File: src/rtl/dht11_pkg.sv
// rtl/dht11_pkg.sv - shared FSM states, ASCII codes and helpers for the DHT11 UART reporter
package dht11_pkg;

  typedef enum logic [2:0] {
    IDLE     = 3'd0,
    CONV     = 3'd1,
    LOAD_ERR = 3'd2,
    SEND     = 3'd3,
    WAIT     = 3'd4
  } state_e;

  localparam logic [7:0] CH_H     = 8'h48;
  localparam logic [7:0] CH_T     = 8'h54;
  localparam logic [7:0] CH_COLON = 8'h3A;
  localparam logic [7:0] CH_SPACE = 8'h20;
  localparam logic [7:0] CH_E     = 8'h45;
  localparam logic [7:0] CH_R     = 8'h52;
  localparam logic [7:0] CH_CR    = 8'h0D;
  localparam logic [7:0] CH_LF    = 8'h0A;
  localparam logic [7:0] ASCII_0  = 8'h30;

  localparam int FRAME_LEN_OK  = 13;
  localparam int FRAME_LEN_ERR = 5;

  // Double-dabble correction: a BCD nibble of 5 or more would overflow past 9 once doubled.
  function automatic logic [3:0] add3(input logic [3:0] n);
    return (n >= 4'd5) ? n + 4'd3 : n;
  endfunction

endpackage

File: src/rtl/bin2bcd_seq.sv
// rtl/bin2bcd_seq.sv - 8-bit sequential double-dabble binary to 3-digit BCD converter
//
// Ports:
//   clk_i   : clock
//   rst_ni  : asynchronous active-low reset
//   start_i : one-cycle pulse, loads bin_i and begins an 8-cycle conversion
//   bin_i   : binary value 0..255
//   bcd_o   : {hundreds, tens, ones}, valid from the cycle after done_o
//   done_o  : high in the cycle whose closing edge performs the final shift
module bin2bcd_seq
  import dht11_pkg::*;
(
  input  logic        clk_i,
  input  logic        rst_ni,
  input  logic        start_i,
  input  logic [7:0]  bin_i,
  output logic [11:0] bcd_o,
  output logic        done_o
);

  logic [7:0]  sh_q;
  logic [11:0] bcd_q;
  logic [2:0]  cnt_q;
  logic        run_q;
  logic [11:0] adj;

  assign adj = {add3(bcd_q[11:8]), add3(bcd_q[7:4]), add3(bcd_q[3:0])};

  always_ff @(posedge clk_i or negedge rst_ni) begin
    if (!rst_ni) begin
      sh_q  <= 8'h00;
      bcd_q <= 12'h000;
      cnt_q <= 3'd0;
      run_q <= 1'b0;
    end else if (start_i) begin
      sh_q  <= bin_i;
      bcd_q <= 12'h000;
      cnt_q <= 3'd0;
      run_q <= 1'b1;
    end else if (run_q) begin
      // Hundreds digit never exceeds 2 for 8-bit input, so the top adjusted bit is always dropped safely.
      {bcd_q, sh_q} <= {adj[10:0], sh_q, 1'b0};
      cnt_q         <= cnt_q + 3'd1;
      if (cnt_q == 3'd7) begin
        run_q <= 1'b0;
      end
    end
  end

  // Signalled one cycle early so the caller can leave its wait state on the edge that finishes the result.
  assign done_o = run_q && (cnt_q == 3'd7);
  assign bcd_o  = bcd_q;

endmodule

File: src/rtl/dht11_uart_reporter.sv
// rtl/dht11_uart_reporter.sv - formats DHT11 measurements as ASCII text frames for a UART transmitter
//
// Ports:
//   clk         : clock
//   rst         : asynchronous active-low reset
//   dht11_done  : one-cycle pulse, measurement finished
//   dht11_valid : checksum OK, sampled with dht11_done
//   rh_data     : humidity integer byte, sampled with dht11_done
//   t_data      : temperature integer byte, sampled with dht11_done
//   tx_busy     : UART transmitter busy
//   tx_done     : one-cycle pulse, UART finished the current byte
//   tx_start    : one-cycle request to send tx_data
//   tx_data     : byte to send, held from tx_start until tx_done
//   busy        : frame conversion or transmission in progress
//   drop        : one-cycle pulse, a measurement arrived while busy and was discarded
module dht11_uart_reporter
  import dht11_pkg::*;
#(
  parameter logic SEND_ERR = 1'b1,
  parameter logic EOL_CRLF = 1'b1
) (
  input  logic       clk,
  input  logic       rst,
  input  logic       dht11_done,
  input  logic       dht11_valid,
  input  logic [7:0] rh_data,
  input  logic [7:0] t_data,
  input  logic       tx_busy,
  input  logic       tx_done,
  output logic       tx_start,
  output logic [7:0] tx_data,
  output logic       busy,
  output logic       drop
);

  localparam int LEN_OK  = EOL_CRLF ? FRAME_LEN_OK  : FRAME_LEN_OK - 1;
  localparam int LEN_ERR = EOL_CRLF ? FRAME_LEN_ERR : FRAME_LEN_ERR - 1;
  localparam logic [3:0] LAST_OK  = 4'(LEN_OK - 1);
  localparam logic [3:0] LAST_ERR = 4'(LEN_ERR - 1);
  localparam logic [7:0] EOL_FIRST = EOL_CRLF ? CH_CR : CH_LF;

  state_e      state_q, state_d;
  logic [3:0]  idx_q, idx_d;
  logic        valid_q, valid_d;
  logic        tx_start_q, tx_start_d;
  logic [7:0]  tx_data_q, tx_data_d;
  logic        drop_q, drop_d;

  logic        conv_start;
  logic        rh_done, t_done;
  logic [11:0] rh_bcd, t_bcd;
  logic [7:0]  frame_byte;
  logic [3:0]  last_idx;

  // The converters capture rh_data/t_data themselves on conv_start.
  bin2bcd_seq u_rh_bcd (
    .clk_i   (clk),
    .rst_ni  (rst),
    .start_i (conv_start),
    .bin_i   (rh_data),
    .bcd_o   (rh_bcd),
    .done_o  (rh_done)
  );

  bin2bcd_seq u_t_bcd (
    .clk_i   (clk),
    .rst_ni  (rst),
    .start_i (conv_start),
    .bin_i   (t_data),
    .bcd_o   (t_bcd),
    .done_o  (t_done)
  );

  assign last_idx = valid_q ? LAST_OK : LAST_ERR;

  always_comb begin
    frame_byte = CH_LF;
    if (valid_q) begin
      case (idx_q)
        4'd0:    frame_byte = CH_H;
        4'd1:    frame_byte = CH_COLON;
        4'd2:    frame_byte = ASCII_0 + {4'h0, rh_bcd[11:8]};
        4'd3:    frame_byte = ASCII_0 + {4'h0, rh_bcd[7:4]};
        4'd4:    frame_byte = ASCII_0 + {4'h0, rh_bcd[3:0]};
        4'd5:    frame_byte = CH_SPACE;
        4'd6:    frame_byte = CH_T;
        4'd7:    frame_byte = CH_COLON;
        4'd8:    frame_byte = ASCII_0 + {4'h0, t_bcd[11:8]};
        4'd9:    frame_byte = ASCII_0 + {4'h0, t_bcd[7:4]};
        4'd10:   frame_byte = ASCII_0 + {4'h0, t_bcd[3:0]};
        4'd11:   frame_byte = EOL_FIRST;
        default: frame_byte = CH_LF;
      endcase
    end else begin
      case (idx_q)
        4'd0:    frame_byte = CH_E;
        4'd1:    frame_byte = CH_R;
        4'd2:    frame_byte = CH_R;
        4'd3:    frame_byte = EOL_FIRST;
        default: frame_byte = CH_LF;
      endcase
    end
  end

  always_comb begin
    state_d    = state_q;
    idx_d      = idx_q;
    valid_d    = valid_q;
    tx_start_d = 1'b0;
    tx_data_d  = tx_data_q;
    conv_start = 1'b0;
    // Includes the edge on which WAIT returns to IDLE: that measurement is dropped too.
    drop_d     = dht11_done && (state_q != IDLE);

    case (state_q)
      IDLE: begin
        if (dht11_done) begin
          valid_d = dht11_valid;
          idx_d   = 4'd0;
          if (dht11_valid) begin
            state_d    = CONV;
            conv_start = 1'b1;
          end else if (SEND_ERR) begin
            state_d = LOAD_ERR;
          end
        end
      end
      CONV: begin
        if (rh_done && t_done) begin
          state_d = SEND;
        end
      end
      LOAD_ERR: begin
        state_d = SEND;
      end
      SEND: begin
        if (!tx_busy) begin
          tx_start_d = 1'b1;
          tx_data_d  = frame_byte;
          state_d    = WAIT;
        end
      end
      WAIT: begin
        if (tx_done) begin
          if (idx_q == last_idx) begin
            state_d = IDLE;
          end else begin
            idx_d   = idx_q + 4'd1;
            state_d = SEND;
          end
        end
      end
      default: state_d = IDLE;
    endcase
  end

  always_ff @(posedge clk or negedge rst) begin
    if (!rst) begin
      state_q    <= IDLE;
      idx_q      <= 4'd0;
      valid_q    <= 1'b0;
      tx_start_q <= 1'b0;
      tx_data_q  <= 8'h00;
      drop_q     <= 1'b0;
    end else begin
      state_q    <= state_d;
      idx_q      <= idx_d;
      valid_q    <= valid_d;
      tx_start_q <= tx_start_d;
      tx_data_q  <= tx_data_d;
      drop_q     <= drop_d;
    end
  end

  assign tx_start = tx_start_q;
  assign tx_data  = tx_data_q;
  assign busy     = (state_q != IDLE);
  assign drop     = drop_q;

endmodule

File: config.mk
export PLATFORM = sky130hd
export DESIGN_NAME = dht11_uart_reporter
export DESIGN_NICKNAME = d
export VERILOG_FILES = /design/src/rtl/dht11_pkg.sv /design/src/rtl/bin2bcd_seq.sv /design/src/rtl/dht11_uart_reporter.sv
export SDC_FILE = /design/constraint.sdc
export NUM_CORES = 1
export LEC_CHECK = 0
export BUFFER_PORTS_ARGS = -buffer_cell sky130_fd_sc_hd__buf_2
export CAP_MARGIN = 40
export CORE_MARGIN = 5
export CORE_UTILIZATION = 55
export CTS_CLUSTER_DIAMETER = 30
export CTS_CLUSTER_SIZE = 40
export DETAILED_ROUTE_END_ITERATION = 8
export PLACE_DENSITY = 0.82
export SETUP_SLACK_MARGIN = 0.1
export SLEW_MARGIN = 10
export SYNTH_ARGS = -nofsm -noshare
export SYNTH_HDL_FRONTEND = slang
export SYNTH_SLANG_ARGS = --single-unit
File: constraint.sdc
create_clock -name clk -period 2.95 [get_ports clk]
set_input_delay 0.4425 -clock clk [delete_from_list [all_inputs] [get_ports clk]]
set_output_delay 0.4425 -clock clk [all_outputs]
set_load 0.05 [all_outputs]
==> impl_metrics.toml, run 1 <==
[sta]
period_needed_ns = 2.191
rsz0062_at_grt = "no"
setup_viol = 0
tns_ns = 0
hold_viol_final = 0
fin_skew_ns = 0.009628
slew_viol_final = 0
maxSlewHeadroom_pct = 55.06
tightest_slew_ns = 0.6647
fmax_mhz = 456.5
fin_crit_sh_pct = 74.26
finalWorstSetupSlack_ns = 0.7593

[worst_setup_path]
critPathLaunch = "state_q[2]$_DFFE_PN0P_"
crit_path_end_kind = "flop"
crit_type = "flop to flop"
crit_fanout = 54
arrival_ns = 2.39
cp.required_ns = 3.15
r2r_start = "state_q[2]$_DFFE_PN0P_"
r2r_cells = 4
r2r_slack_ns = 0.76
critPathCapture = "u_t_bcd.sh_q[7]$_DFFE_PN0P_"
start_kind = "flop"
r2r_end = "u_t_bcd.sh_q[7]$_DFFE_PN0P_"

[die]
start_util_pct = 56.02
die_h_um = 92.96
die-area_um2 = 8641
die_w_um = 92.96
row_count = 30
core_um2 = 6756
ioPinCount = 33

[detailed_routing]
via_count = 3111
drc = 0
via_per_inst = 6.006
first_pass_iters = 4
detail-route-antenna-nets = 0
wl_mm = 8.059
drt_iter0_markers = 180
wl_per_cell_um = 15.56

[clock_tree]
htreeDepth = 3
tritoncts.num_buffers = 9
clkLatencyLatePin_ns = 0.34
cts_root_buf = "clkbuf_8"
cts_setup_buffers = 0
holdBufCountCts = 0
clockBufferDepth = 2
cts_tree = "built"
cts.sinks = 65
path_clk_slew_ns = 0.07
cts_resized = 0

[cells_and_area]
finalNonFillerCells = 518
drive_above_1_share_pct = 13.70
nFillCells = 596
antennaDiodeCount = 0
register_area_um2 = 1627
layout.nets = 476
multiInputGateArea_um2 = 1921
syn2layout_area_growth_pct = 10.51
final_util_pct = 61.91
mostFrequentLayoutCell = "dfrtp_1"
final_cell_mix = "65 x dfrtp_1, 49 x nand2_1, 40 x o21ai_0, 31 x buf_2, 24 x nand3_1"

[worst_hold_path]
min_path_type = "input port to asynchronous set/reset pin"

[pwr]
vdd_drop_max_v = 0.0005143
power_density_nw_per_um2 = 1099
seq_power_share_pct = 37.6
clkPwrFrac_pct = 20.0
internal-power_mw = 2.651
power_switching_mw = 1.947
combPwrFrac_pct = 42.4
leakage_nw = 1.852
swShare_pct = 42.35

[grt]
overflow = 0
grt_pass1_wl_mm = 13.87
grt_usage_pct = 20.02
grt_max_degree = 55
grt_pass1_vias = 2922
antenna_found_initial = 0

[yosys]
ys_seq_elements = 65
synth_cell_types = 57
synthCells = 411
yosys_most_used_dff = "dfrtp_1"
avgSynthCellArea_um2 = 9.209
async_reset_ff_share_pct = 100.0
yosys_warnings = 0
syn_area_um2 = 3785
synth_edf_count = 0
synth-seq-area-share_pct = 42.98
synth_nets = 454

[placed_design]
io_buffers = 31
dpl.hpwl_mm = 5.635
dp.cells = 502
routabilityCongestion = 0.9039
dp_slack_ns = 0.8512

[run]
drv_cap = 0

[outcome]
status = "finished, final reports clean"
-- metrics by stage --
step / power (mW) / area, µm² / hold WS, ns
2_1_floorplan: 3.197 / 3785 / 0.1469
3_3_place_gp: 3.561 / 3939 / 0.4119
3_5_place_dp: 3.677 / 3939 / 0.4201
4_1_cts: 4.613 / 4183 / 0.05038
5_1_grt: 4.970 / 4183 / 0.07890
6_report: 4.598 / 4183 / 0.04849
-- final cells by class --
class                      instances  area share, %
timing repair buffer              37          4.786
multi-input combinational        299          45.92
clock inverter                     5          2.453
sequential                        65          38.89
tap                               80          2.393
inverter                          21          2.184
clock buffer                      11          3.380
-- worst min path at each step --
stage	start	end	slack, ns	depth (start not counted)
finish	rst	u_rh_bcd.bcd_o[11]$_DFFE_PN0P_	0.05	1
global route	rst	u_rh_bcd.cnt_q[0]$_DFFE_PN0P_	0.08	1
CTS	rst	u_rh_bcd.bcd_o[0]$_DFFE_PN0P_	0.05	1
detailed placement	rst	u_rh_bcd.bcd_o[11]$_DFFE_PN0P_	0.42	1
global placement	rst	u_rh_bcd.bcd_o[11]$_DFFE_PN0P_	0.41	1
floorplan	rst	drop$_DFF_PN0_	0.15	0
-- critical path: stages (launching register included) --
cell and delay (ns):
dfrtp_1 0.52, nor4b_1 0.67, and2_1 0.21, buf_4 0.42, o21ai_0 0.18
-- sequential cells by signal, summed over array words and instances (netlist names) --
signal,count
u_t_bcd.sh_q,8
u_t_bcd.run_q,1
u_rh_bcd.sh_q,8
tx_start,1
idx_q,4
u_rh_bcd.bcd_o,12
u_t_bcd.cnt_q,3
valid_q,1
u_rh_bcd.cnt_q,3
tx_data,7
state_q,3
u_t_bcd.bcd_o,12
drop,1
u_rh_bcd.run_q,1
-- Yosys cell counts (3+ instances only) --
library cell / instances / area (µm²)
nor3b_1: 4 / 30.03
or3_1: 7 / 43.79
nand2_1: 49 / 183.9
buf_6: 3 / 33.78
buf_1: 4 / 15.01
a21oi_1: 22 / 110.1
clkbuf_1: 8 / 30.03
xnor2_1: 8 / 70.07
nor2b_1: 3 / 18.77
ha_1: 21 / 262.8
a311o_1: 3 / 30.03
nand2b_1: 7 / 43.79
a31oi_1: 10 / 62.56
inv_1: 20 / 75.07
nor2_1: 22 / 82.58
mux2i_1: 21 / 210.2
a221oi_1: 6 / 52.55
buf_4: 5 / 37.54
o211ai_1: 6 / 45.04
o21ai_0: 40 / 200.2
nand3_1: 24 / 120.1
buf_2: 5 / 25.02
dfrtp_1: 65 / 1627
nor3_1: 6 / 30.03
a211oi_1: 6 / 45.04
-- metal layers --
| layer | up-vias | track usage [%] | part of all wire, % |
|---|---|---|---|
| met5 | - | 0 | 0 |
| met4 | 0 | 6.349 | 1.9 |
| met2 | 100 | 31.37 | 47 |
| met1 | 1491 | 26.94 | 46 |
| li1 | 1503 | - | - |
| met3 | 17 | 5.524 | 5.1 |
-- power groups by stage --
stage	Sequential, mW	Combinational [mW]	Clock [mW]
floorplan	1.73	1.47	0
global placement	1.71	1.85	0
detailed placement	1.74	1.94	0
CTS	1.72	1.96	0.938
global route	1.79	2.21	0.973
finish	1.73	1.95	0.922
-- cell families after synthesis --
family | Yosys count | share of synthesized area (%)
AOI/OAI and AO/OA | 110 | 18.15
xor gates and xnor gates | 9 | 2.083
adders and majority gates | 21 | 6.942
buffers and inverters | 47 | 6.281
DFF | 65 | 42.98
muxes | 22 | 5.851
other | 1 | 0.09908
and+or+nand+nor | 136 | 17.62
Power figures use the tool's default switching activity.
==> run 2, diff against run 1 <==
Settings changed: ABC_AREA set to 1, PLACE_DENSITY 0.82 to 0.83.
Clock period 2.95 ns to 2.13 ns, I/O delays scaled along.
==> run 2 against run 1 <==
Worst setup slack worse by 0.45 ns. Wire length down 2.6%. Non-clock buffer count down 2. Register-to-register slack worse by 0.45 ns. Worst hold slack better by 0.14 ns. Critical path depth up 4. Core utilization up 1.7 points. Clock power up 24%. Design area down 2.4%. Sequential cell count unchanged. Cell count up 13%. Largest cell class unchanged. Largest power group unchanged. Highest routed layer unchanged.
==> impl_metrics.toml, run 2 <==
[detailed_routing]
drc = 0
wl_mm = 7.852
via_per_inst = 5.404
drt_iter0_markers = 144
detail-route-antenna-nets = 0
via_count = 3167
first_pass_iters = 4
wl_per_cell_um = 13.40

[clock_tree]
cts_resized = 0
cts_tree = "built"
clkLatencyLatePin_ns = 0.35
cts.sinks = 65
htreeDepth = 3
path_clk_slew_ns = 0.07
cts_setup_buffers = 0
cts_root_buf = "clkbuf_8"
clockBufferDepth = 2
holdBufCountCts = 1
tritoncts.num_buffers = 9

[yosys]
yosys_warnings = 0
synth_top_area_share_pct = 44.43
yosys-top-cells-area = "dfrtp_1 44%, nand2_1 13%, ha_1 7.2%"
async_reset_ff_share_pct = 100.0
avgSynthCellArea_um2 = 7.789
synthCells = 470
syn_area_um2 = 3661
ys_seq_elements = 65
synth_edf_count = 0
synth-seq-area-share_pct = 44.43
yosys_most_used_dff = "dfrtp_1"
yosysMostFrequentCell = "nand2_1"
yosysTopAreaCell = "dfrtp_1"
synthTopCellsByCount = "127 x nand2_1, 65 x dfrtp_1, 46 x inv_1, 44 x nand3_1, 42 x o21ai_0"
synth_nets = 513
synth_cell_types = 28

[cells_and_area]
syn2layout_area_growth_pct = 11.52
drive_above_1_share_pct = 13.95
final_cell_mix = "127 x nand2_1, 65 x dfrtp_1, 46 x inv_1, 44 x nand3_1, 42 x o21ai_0"
antennaDiodeCount = 0
mostFrequentLayoutCell = "nand2_1"
finalNonFillerCells = 586
final_util_pct = 63.57
stdcell_area_um2 = 4083
layout.nets = 547

[placed_design]
place_area_um2 = 3861
routabilityCongestion = 0.9853
io_buffers = 31
dpl.hpwl_mm = 5.764
dp.cells = 569

[worst_setup_path]
r2r_slack_ns = 0.31
cp.required_ns = 2.36
r2r_cells = 8
crit_fanout = 7
arrival_ns = 2.04
crit_path_end_kind = "flop"
crit_type = "flop to flop"
start_kind = "flop"
r2r_end = "idx_q[1]$_DFFE_PN0P_"
r2r_start = "idx_q[0]$_DFFE_PN0P_"

[sta]
hold_viol_final = 0
tns_ns = 0
period_needed_ns = 1.818
fmax_mhz = 550.2
rsz0062_at_grt = "no"
tightest_slew_ns = 0.5752
setup_viol = 0
fin_skew_ns = 0.009422
fin_crit_sh_pct = 85.33
slew_viol_final = 0
maxSlewHeadroom_pct = 61.66

[worst_hold_path]
min_to = "u_t_bcd.sh_q[6]$_DFFE_PN0P_"
hp-start = "t_data[6]"
min_path_type = "input port to flop"
hold_depth = 3

[pwr]
internal-power_mw = 3.295
leakage_nw = 2.051
power_switching_mw = 2.647
vdd_drop_max_v = 0.0007269
swShare_pct = 44.55
clkPwrFrac_pct = 19.2
seq_power_share_pct = 35.6
finalPower_mw = 5.943
combPwrFrac_pct = 45.2
power_density_nw_per_um2 = 1456

[die]
die-area_um2 = 8388
start_util_pct = 57.00
row_count = 29
die_h_um = 91.59
die_w_um = 91.59
core_um2 = 6422
ioPinCount = 33

[run]
drv_cap = 0

[grt]
grt_pass1_vias = 3048
grt_max_degree = 26
grt_pass1_wl_mm = 13.83
overflow = 0
grt_usage_pct = 20.32
antenna_found_initial = 0

[outcome]
status = "finished, final reports clean"
[run 2: changes by cell type after synthesis, sizes merged, moves of 12 or more]
| cell | delta |
|---|---|
| nor2 | +12 |
| o22ai | +14 |
| inv | +31 |
| mux2i | -21 |
| nand2 | +81 |
| nand3 | +20 |
[run 2: how the worst max path moves through the flow]
stage | start | endpoint | depth (start not counted)
2_1_floorplan | state_q[1]$_DFFE_PN0P_ | u_t_bcd.sh_q[2]$_DFFE_PN0P_ | 9
3_3_place_gp | idx_q[0]$_DFFE_PN0P_ | idx_q[1]$_DFFE_PN0P_ | 8
3_5_place_dp | idx_q[0]$_DFFE_PN0P_ | idx_q[1]$_DFFE_PN0P_ | 8
4_1_cts | idx_q[0]$_DFFE_PN0P_ | idx_q[1]$_DFFE_PN0P_ | 8
5_1_grt | idx_q[0]$_DFFE_PN0P_ | idx_q[0]$_DFFE_PN0P_ | 10
6_report | idx_q[0]$_DFFE_PN0P_ | idx_q[1]$_DFFE_PN0P_ | 8
[run 2: layout make-up]
| cell class | instances | area [µm²] |
|---|---|---|
| inverters | 51 | 191.4 |
| multi-input cells | 342 | 1769 |
| clock inverters | 5 | 80.08 |
| repair buffers | 35 | 187.7 |
| clock buffers | 11 | 131.4 |
| fillers | 557 | 2340 |
| flip-flops and latches | 65 | 1627 |
| well taps | 77 | 96.34 |
[run 2: cell families (layout without fill, tap and decap cells)]
kind of cell	count (synthesis)	after routing	share of synthesized area [%]
compound gates	86	86	12.47
xor+xnor	7	7	1.675
fa+ha+maj	21	21	7.177
buf+inv	63	102	7.246
flops	65	65	44.43
other cells	1	1	0.1024
simple gates	227	227	26.90
[run 2: routing by layer]
metal	global-route usage, %	part of all wire (%)	routed length [µm]	up-vias
li1	-	-	-	1602
met1	27.17	47	3717	1478
met2	32.32	47	3664	74
met3	3.471	4.1	325	13
met4	9.171	1.8	144	0
met5	0	0	0	-
[run 2: per-stage QoR]
step | hold WS, ns | worst slack, ns
2_1_floorplan | 0.02391 | 0.5386
3_3_place_gp | 0.3508 | 0.4213
3_5_place_dp | 0.3473 | 0.3503
4_1_cts | 0.1769 | 0.3378
5_1_grt | 0.1867 | 0.1060
6_report | 0.1843 | 0.3125
[run 2: power groups by stage]
stage | sequential [mW] | combinational (mW) | clock (mW)
floorplan | 2.27 | 1.92 | 0
global placement | 2.11 | 2.58 | 0
detailed placement | 2.13 | 2.68 | 0
CTS | 2.11 | 2.70 | 1.16
global route | 2.18 | 3.08 | 1.22
finish | 2.12 | 2.69 | 1.14
[run 2: critical path: stages (launching register included)]
cell and delay [ns]:
dfrtp_1 0.45, inv_1 0.11, ha_1 0.29, nand2_1 0.16, a21oi_1 0.05, o21ai_0 0.11
nand2_1 0.14, a21oi_1 0.27, o21ai_0 0.12
==> run 3, diff against run 2 <==
Settings changed: CTS_BUF_LIST set to sky130_fd_sc_hd__clkbuf_4 sky130_fd_sc_hd__clkbuf_8 sky130_fd_sc_hd__clkbuf_16, SETUP_SLACK_MARGIN 0.1 to unset.
==> run 3 against run 2 <==
Worst setup slack worse by 0.0061 ns. Design area rose by 0.18%. Largest cell class unchanged. Critical endpoint unchanged. Core utilization grew 0.12 points. Total power up 0.44%. Register-to-register slack is essentially flat. Clock power is essentially flat. Worst hold slack worse by 0.0021 ns. Non-clock buffer count unchanged. Sequential cell count unchanged. Sequential share of layout area down 0.073 points. Sequential power about the same.
==> impl_metrics.toml, run 3 (synthesis results as in run 2) <==
[clock_tree]
tritoncts.num_buffers = 9
cts_setup_buffers = 0
cts_root_buf = "clkbuf_8"
path_clk_slew_ns = 0.07
htreeDepth = 3
clkLatencyLatePin_ns = 0.35
cts.sinks = 65
clockBufferDepth = 2
cts_tree = "built"

[placed_design]
routabilityCongestion = 0.9853
dp.cells = 569
dp_slack_ns = 0.3503
io_buffers = 31
dpl.hpwl_mm = 5.764

[detailed_routing]
via_count = 3159
detail-route-antenna-nets = 0
drt_iter0_markers = 133
wl_per_cell_um = 13.43
via_per_inst = 5.391
drc = 0
wl_mm = 7.872
first_pass_iters = 4

[cells_and_area]
layout.nets = 547
antennaDiodeCount = 0
finalNonFillerCells = 586
nFillCells = 551
final_cell_mix = "127 x nand2_1, 65 x dfrtp_1, 46 x inv_1, 44 x nand3_1, 42 x o21ai_0"
drive_above_1_share_pct = 14.34
syn2layout_area_growth_pct = 11.72
mostFrequentLayoutCell = "nand2_1"

[run]
drv_cap = 0

[worst_hold_path]
hp-start = "t_data[6]"
min_path_type = "input port to flop"

[sta]
maxSlewHeadroom_pct = 61.61
period_needed_ns = 1.824
finalWorstSetupSlack_ns = 0.3063
hold_ws_ns = 0.1822
fin_skew_ns = 0.009578
fin_crit_sh_pct = 85.62
rsz0062_at_grt = "no"
hold_viol_final = 0
slew_viol_final = 0
setup_viol = 0
fmax_mhz = 548.3
tns_ns = 0
tightest_slew_ns = 0.5759

[die]
die_w_um = 91.59
die_h_um = 91.59
die-area_um2 = 8388
start_util_pct = 57.00
ioPinCount = 33
core_um2 = 6422
row_count = 29

[pwr]
combPwrFrac_pct = 45.0
leakage_nw = 2.058
power_density_nw_per_um2 = 1459
seq_power_share_pct = 35.4
swShare_pct = 44.37
vdd_drop_max_v = 0.0007277
power_switching_mw = 2.648
internal-power_mw = 3.321
clkPwrFrac_pct = 19.6

[worst_setup_path]
r2r_start = "idx_q[0]$_DFFE_PN0P_"
critPathLaunch = "idx_q[0]$_DFFE_PN0P_"
crit_path_end_kind = "flop"
cp.required_ns = 2.36
crit_type = "flop to flop"
start_kind = "flop"
arrival_ns = 2.05
crit_fanout = 7

[grt]
antenna_found_initial = 0
overflow = 0
grt_pass1_wl_mm = 13.82
grt_usage_pct = 20.32
grt_pass1_vias = 3049
grt_max_degree = 26

[outcome]
status = "finished, final reports clean"
-- run 3: layer usage --
metal  share of wire (%)  GRT usage (%)  vias to the layer above
met3                 4.5          3.471                       16
met5                   0              0                        -
met1                  47          27.11                     1467
li1                    -              -                     1602
met4                 2.1          9.171                        0
met2                  46          32.38                       74
-- run 3: worst paths after layout --
kind	endpoint	slack, ns	cells past startpoint
setup / recovery	idx_q[1]$_DFFE_PN0P_	0.31	8
hold / removal	u_t_bcd.sh_q[6]$_DFFE_PN0P_	0.18	3
setup reg to reg	idx_q[1]$_DFFE_PN0P_	0.31	8
hold reg to reg	u_t_bcd.cnt_q[1]$_DFFE_PN0P_	0.49	2
max in group asynchronous	u_rh_bcd.sh_q[6]$_DFFE_PN0P_	0.90	3
min in group asynchronous	state_q[2]$_DFFE_PN0P_	0.50	2
-- run 3: worst max-delay path, cell delays in order (launching register included) --
cell and delay [ns]:
dfrtp_1 0.45, inv_1 0.11, ha_1 0.29, nand2_1 0.16, a21oi_1 0.05, o21ai_0 0.11, nand2_1 0.14, a21oi_1 0.27
o21ai_0 0.12
-- run 3: per-stage QoR --
step | util (%) | power, mW | instance area [µm²]
6_report | 63.69 | 5.969 | 4090
5_1_grt | 63.69 | 6.502 | 4090
4_1_cts | 63.69 | 6.001 | 4090
3_5_place_dp | 60.12 | 4.812 | 3861
3_3_place_gp | 60.12 | 4.686 | 3861
2_1_floorplan | - | 4.186 | 3661
-- run 3: power by group through the flow --
stage          Clock, mW  Combinational (mW)  Sequential (mW)
2_1_floorplan          0                1.92             2.27
3_3_place_gp           0                2.58             2.11
3_5_place_dp           0                2.68             2.13
4_1_cts             1.19                2.70             2.11
5_1_grt             1.24                3.08             2.18
6_report            1.17                2.69             2.12
-- run 3: area by class of cell --
class / count / area (µm²) / share of cell area (%)
Timing Repair Buffer: 35 / 187.7 / 4.589
Clock inverter: 5 / 80.08 / 1.958
Sequential cell: 65 / 1627 / 39.77
Tap cell: 77 / 96.34 / 2.355
Multi-Input combinational cell: 342 / 1769 / 43.25
Inverter: 51 / 191.4 / 4.680
Clock buffer: 11 / 138.9 / 3.396
-- run 3: what timing repair did --
action	4_1_cts	5_1_grt
hold buffers	1	0
resized for setup	0	0
hold endpoints to repair	23	0
